## config.mk

```make
export PLATFORM = sky130hd
export DESIGN_NAME = shift_seq_ctrl_flat
export DESIGN_NICKNAME = d
export VERILOG_FILES = /design/src/rtl/shift_seq_ctrl_if.sv /design/src/rtl/shift_seq_ctrl.sv /design/src/flat_wrapper.sv
export SDC_FILE = /design/constraint.sdc
export NUM_CORES = 1
export LEC_CHECK = 0
export CORE_ASPECT_RATIO = 0.75
export CORE_MARGIN = 1.5
export CORE_UTILIZATION = 44
export CTS_CLUSTER_DIAMETER = 80
export CTS_CLUSTER_SIZE = 20
export DETAILED_ROUTE_END_ITERATION = 12
export HOLD_SLACK_MARGIN = 0.05
export PLACE_DENSITY = 0.77
export SKIP_CTS_REPAIR_TIMING = 1
export SLEW_MARGIN = 10
export SYNTH_ARGS = -nofsm -noshare
export SYNTH_HDL_FRONTEND = slang
export SYNTH_SLANG_ARGS = --single-unit
```

## constraint.sdc

```tcl
create_clock -name clk -period 1.75 [get_ports clk]
set_clock_uncertainty 0.1 [all_clocks]
set_input_delay 0.35 -clock clk [delete_from_list [all_inputs] [get_ports clk]]
set_output_delay 0.35 -clock clk [all_outputs]
set_load 0.02 [all_outputs]
```

## src/rtl/shift_seq_ctrl_if.sv

```systemverilog
// rtl/shift_seq_ctrl_if.sv - command/status bundle between a requester and the shift sequencer
//
// Purpose: groups the command inputs (start, mode, pin, nshift, sin) and the
// status outputs (busy, done, pout, sout) of shift_seq_ctrl.
// Modports:
//   master - requester side: drives start/mode/pin/nshift/sin, observes busy/done/pout/sout
//   slave  - sequencer side: the reverse directions
interface shift_seq_ctrl_if #(
    parameter int WIDTH = 8,
    parameter int CNT_W = 4
);
    logic             start;
    logic [1:0]       mode;
    logic [WIDTH-1:0] pin;
    logic [CNT_W-1:0] nshift;
    logic             sin;
    logic             busy;
    logic             done;
    logic [WIDTH-1:0] pout;
    logic             sout;

    modport master (
        output start, mode, pin, nshift, sin,
        input  busy, done, pout, sout
    );

    modport slave (
        input  start, mode, pin, nshift, sin,
        output busy, done, pout, sout
    );
endinterface

```

## src/rtl/shift_seq_ctrl.sv

```systemverilog
// rtl/shift_seq_ctrl.sv - sequencer running N single-bit shift/rotate steps on a WIDTH-bit register
//
// Purpose: accepts a command (parallel word, step count, mode) while idle, then
// performs one shift or rotate step per clock until the count is exhausted, and
// pulses done for one cycle.
// Ports:
//   clk      - system clock, all state updates on the rising edge
//   rst      - synchronous active-high reset, overrides everything (aborts a run, no done)
//   bus      - shift_seq_ctrl_if.slave:
//                start  command strobe, only looked at in IDLE
//                mode   00 shl, 01 shr, 10 rotl, 11 rotr (latched at start)
//                pin    parallel load word (latched at start)
//                nshift number of steps (latched at start), 0 goes straight to DONE
//                sin    fill bit for shift modes, sampled on every SHIFT edge
//                busy   high while stepping
//                done   one-cycle completion pulse
//                pout   current register contents
//                sout   bit at the exiting end of the register for the latched mode
module shift_seq_ctrl #(
    parameter int WIDTH = 8,
    parameter int CNT_W = 4
) (
    input  logic                 clk,
    input  logic                 rst,
    shift_seq_ctrl_if.slave      bus
);

    typedef enum logic [1:0] {
        S_IDLE  = 2'd0,
        S_SHIFT = 2'd1,
        S_DONE  = 2'd2
    } state_t;

    localparam logic [1:0] M_SHL  = 2'b00;
    localparam logic [1:0] M_SHR  = 2'b01;
    localparam logic [1:0] M_ROTL = 2'b10;
    localparam logic [1:0] M_ROTR = 2'b11;

    state_t           state_q, state_d;
    logic [WIDTH-1:0] reg_q, reg_d;
    logic [CNT_W-1:0] cnt_q, cnt_d;
    logic [1:0]       mode_q, mode_d;
    logic [WIDTH-1:0] stepped;

    // One step of the latched operation applied to the current register.
    always_comb begin
        stepped = reg_q;
        case (mode_q)
            M_SHL:   stepped = {reg_q[WIDTH-2:0], bus.sin};
            M_SHR:   stepped = {bus.sin, reg_q[WIDTH-1:1]};
            M_ROTL:  stepped = {reg_q[WIDTH-2:0], reg_q[WIDTH-1]};
            M_ROTR:  stepped = {reg_q[0], reg_q[WIDTH-1:1]};
            default: stepped = reg_q;
        endcase
    end

    always_comb begin
        state_d = state_q;
        reg_d   = reg_q;
        cnt_d   = cnt_q;
        mode_d  = mode_q;
        case (state_q)
            S_IDLE: begin
                if (bus.start) begin
                    reg_d   = bus.pin;
                    cnt_d   = bus.nshift;
                    mode_d  = bus.mode;
                    state_d = (bus.nshift == '0) ? S_DONE : S_SHIFT;
                end
            end
            S_SHIFT: begin
                reg_d = stepped;
                cnt_d = cnt_q - CNT_W'(1);
                // cnt==1 means this edge performs the final step.
                if (cnt_q == CNT_W'(1)) begin
                    state_d = S_DONE;
                end
            end
            S_DONE: begin
                state_d = S_IDLE;
            end
            default: begin
                state_d = S_IDLE;
            end
        endcase
    end

    always_ff @(posedge clk) begin
        if (rst) begin
            state_q <= S_IDLE;
            reg_q   <= '0;
            cnt_q   <= '0;
            mode_q  <= M_SHL;
        end else begin
            state_q <= state_d;
            reg_q   <= reg_d;
            cnt_q   <= cnt_d;
            mode_q  <= mode_d;
        end
    end

    // Status decodes straight from state so busy and done can never overlap.
    assign bus.busy = (state_q == S_SHIFT);
    assign bus.done = (state_q == S_DONE);
    assign bus.pout = reg_q;
    // mode_q[0] selects right-going modes, whose exiting bit is the LSB.
    assign bus.sout = mode_q[0] ? reg_q[0] : reg_q[WIDTH-1];

endmodule

```

## src/flat_wrapper.sv

```systemverilog
// flat-port wrapper written by rule: the top's interface ports become plain ports
module shift_seq_ctrl_flat 
#(
    parameter int WIDTH = 8,
    parameter int CNT_W = 4
)
  (clk, rst, bus_start, bus_mode, bus_pin, bus_nshift, bus_sin, bus_busy, bus_done, bus_pout, bus_sout);
  shift_seq_ctrl_if #(.WIDTH(WIDTH), .CNT_W(CNT_W)) bus_i ();
  input  logic clk;
  input  logic rst;
  input wire logic [$bits(bus_i.start)-1:0] bus_start;
  input wire logic [$bits(bus_i.mode)-1:0] bus_mode;
  input wire logic [$bits(bus_i.pin)-1:0] bus_pin;
  input wire logic [$bits(bus_i.nshift)-1:0] bus_nshift;
  input wire logic [$bits(bus_i.sin)-1:0] bus_sin;
  output wire logic [$bits(bus_i.busy)-1:0] bus_busy;
  output wire logic [$bits(bus_i.done)-1:0] bus_done;
  output wire logic [$bits(bus_i.pout)-1:0] bus_pout;
  output wire logic [$bits(bus_i.sout)-1:0] bus_sout;
  assign bus_i.start = bus_start;
  assign bus_i.mode = bus_mode;
  assign bus_i.pin = bus_pin;
  assign bus_i.nshift = bus_nshift;
  assign bus_i.sin = bus_sin;
  assign bus_busy = bus_i.busy;
  assign bus_done = bus_i.done;
  assign bus_pout = bus_i.pout;
  assign bus_sout = bus_i.sout;
  shift_seq_ctrl #(.WIDTH(WIDTH), .CNT_W(CNT_W)) u_core (.clk(clk), .rst(rst), .bus(bus_i));
endmodule
```

==> reports/qor.csv <==
stage;metric;value;unit
outcome;status;finished clean;
timing;fin_ws;0.109;ns
finish;area_delta_synth_final;45.4;%
clocking;cts_root_buffer;clkbuf_4;
timing;finalSetupTns;0;ns
finish;regArea;320;um2
min_path;hold_depth;2;
timing;tightest_slew;0.554;ns
min_path;hp-class;flop to flop;
clocking;clockBufferDepth;2;
finish;final_core_util;71.4;%
grt;gr-total-overflow;0;
floorplan;io_pins;29;
timing;max_freq;609;MHz
worst_setup_path;critPathRequiredTime;1.30;ns
worst_setup_path;crit_chain;mux2_2 > dlymetal6s2s_1;
floorplan;core_area;1810;um2
routing;routedWlPerCell;15.6;um
clocking;cts_buffers;3;
worst_setup_path;cp_top_family;flip-flops;
worst_setup_path;critical_path_buf_inv_count;1;
place;gp_congestion;0.897;
synth;avgSynthCellArea;8.87;um2
worst_setup_path;worstSetupEndpointType;output pin;
synth;synth_area;887;um2
routing;firstDrtPassIters;4;
timing;maxSlewViolCount;0;
synth;synth_common_cells;dfxtp_1, nor2_1, inv_1, o21ai_0;
finish;layout.nets;155;
clocking;clk_pin_slew_worst_paths;0.10;ns
timing;rsz0062_at_grt;no;
synth;syn_inst;100;
synth;synth_cell_type_count;35;
finish;multi_input_area;515;um2
timing;slew_headroom;63.0;%
routing;drc;0;
power_and_ir_drop;power;1.07;mW
clocking;clock-sinks;16;
floorplan;row_count;13;
synth;yosysMostFrequentCell;dfxtp_1;
floorplan;chipWidth;54.8;um
grt;grt_pass1_wl;3.90;mm
worst_setup_path;path_max_fanout;2;
floorplan;die_area;2300;um2
finish;drive_above_1_share;15.7;%
grt;grt_pass1_vias;851;
worst_setup_path;path_class;flop to output pin;
timing;fin_crit_sh;93.8;%
power_and_ir_drop;vdd_drop_max;0.000638;V
timing;min_period;1.64;ns
power_and_ir_drop;leakage;0.673;nW
place;pre_cts_ws;0.0111;ns
synth;synthFlopType;dfxtp_1;
grt;grt_max_degree;14;
clocking;cts_tree;done;
floorplan;die_y;41.9;um
worst_setup_path;path_depth;2;
worst_setup_path;start_kind;flop;
routing;drt-initial-drc-count;11;
worst_setup_path;slowest_delay;0.36;ns
synth;synth-seq-cells;16;
floorplan;start_util;49.1;%
synth;ys_seq_area_share;36.1;%
synth;yosys.area.top_type_share;36.1;%
power_and_ir_drop;p_per_area;831;nW/um2
routing;routed_via_density;5.65;
grt;antenna_found_initial;0;
timing;hold_viol;0;
routing;final_antenna_net_count;0;
worst_setup_path;reg2reg_depth;4;
place;dpl.hpwl;1.82;mm
synth;synth_edf_count;0;
place;portBuffers;28;
finish;antennaDiodeCount;0;
synth;synth_warnings;0;
timing;hold_ws;0.419;ns
routing;routed_wl;2.44;mm
worst_setup_path;crit_arrival;1.19;ns
grt;grt_usage;23.4;%
synth;yosysTopAreaCell;dfxtp_1;
synth;syn-num-nets;120;
clocking;clk_latency;0.29;ns
job;max_cap_violations;0;
worst_setup_path;cp_slowest_cell;dfxtp_1;
finish;fill_cells;151;
timing;setup_viol;0;
routing;vias;882;
synth;async_reset_ff_share;0;%
synth;synth_area_leaders;dfxtp_1, mux2_2, mux2i_1, nor2_1, a221oi_1;
clocking;htree_levels;1;
==> where the power goes <==
group / switching (mW) / internal (mW) / total, mW / leakage (nW)
Sequential: 0.0426 / 0.408 / 0.450 / 0.132
Clock: 0.127 / 0.127 / 0.254 / 0.0210
Combinational: 0.178 / 0.190 / 0.368 / 0.519
Total: 0.348 / 0.725 / 1.07 / 0.673
==> stage by stage <==
step	instances	cell area [um2]
final	156	1290
after global routing	156	1290
after CTS	156	1260
after detailed placement	152	1230
after global placement	152	1230
after floorplan	100	887
==> state kept, by name, indices dropped and copies added (netlist names) <==
signal	flops
u_core.state_q	2
u_core.bus.pout	8
u_core.cnt_q	4
u_core.mode_q	2
==> logic make-up after synthesis <==
kind of cell,Yosys count,synth area share [%]
AOI/OAI and AO/OA,34,27.9
and+or+nand+nor,27,16.5
adders and majority gates,2,2.82
buffers and inverters,12,5.78
DFF,16,36.1
muxes,9,10.9
==> worst paths after layout <==
kind	startpoint	endpoint	slack, ns
worst max register to register	u_core.state_q[0]$_SDFFE_PP0P_	u_core.bus.pout[7]$_SDFFE_PP0P_	0.26
worst min-delay path	u_core.cnt_q[2]$_SDFFE_PP0P_	u_core.cnt_q[2]$_SDFFE_PP0P_	0.42
worst max-delay path	u_core.mode_q[0]$_SDFFE_PP0P_	bus_sout	0.11
worst min register to register	u_core.cnt_q[2]$_SDFFE_PP0P_	u_core.cnt_q[2]$_SDFFE_PP0P_	0.42
==> cells in the final DEF, fill, tap and decap left out <==
master and n:
o221ai_1 1, clkbuf_8 1, a22oi_1 2, a211oi_1 4, a21oi_1 5, a21bo_2 1, a2111oi_0 1, nand2_1 2
o41ai_1 1, nand3b_1 1, o21a_1 1, buf_4 8, nand2b_1 1, or3_1 2, inv_1 6, clkbuf_4 3
a31oi_1 1, o21ai_0 6, nor2_1 10, dlymetal6s2s_1 11, or3b_1 1, nor3b_2 1, o211ai_1 1, nor2b_1 5
o311a_1 1, mux2_2 5, o221a_2 1, mux2i_1 4, clkdlybuf4s50_1 17, dfxtp_1 16, nand3_1 2, o21ba_2 1
ha_1 2, nor4_1 2, a221oi_1 4, o21bai_1 1, a2bb2oi_1 1, a21o_1 1
==> tightest hold or removal path, stage by stage, from the launching register on <==
cell     delay (ns)
dfxtp_1        0.35
nand3_1        0.08
a21oi_1        0.05
==> cell type report <==
type / count / share of cell area [%]
clock buffers: 4 / 2.81
inverters: 6 / 1.75
multi-input cells: 72 / 40.0
flip-flops and latches: 16 / 24.8
well taps: 22 / 2.13
repair buffers: 36 / 28.5
==> layer usage <==
layer	GRT usage, %	up-vias	wire, um
met5	0	-	0
met4	3.00	0	8
met3	7.91	2	143
met2	33.3	28	1070
met1	34.7	413	1210
li1	-	439	-
Power figures use the tool's default switching activity.
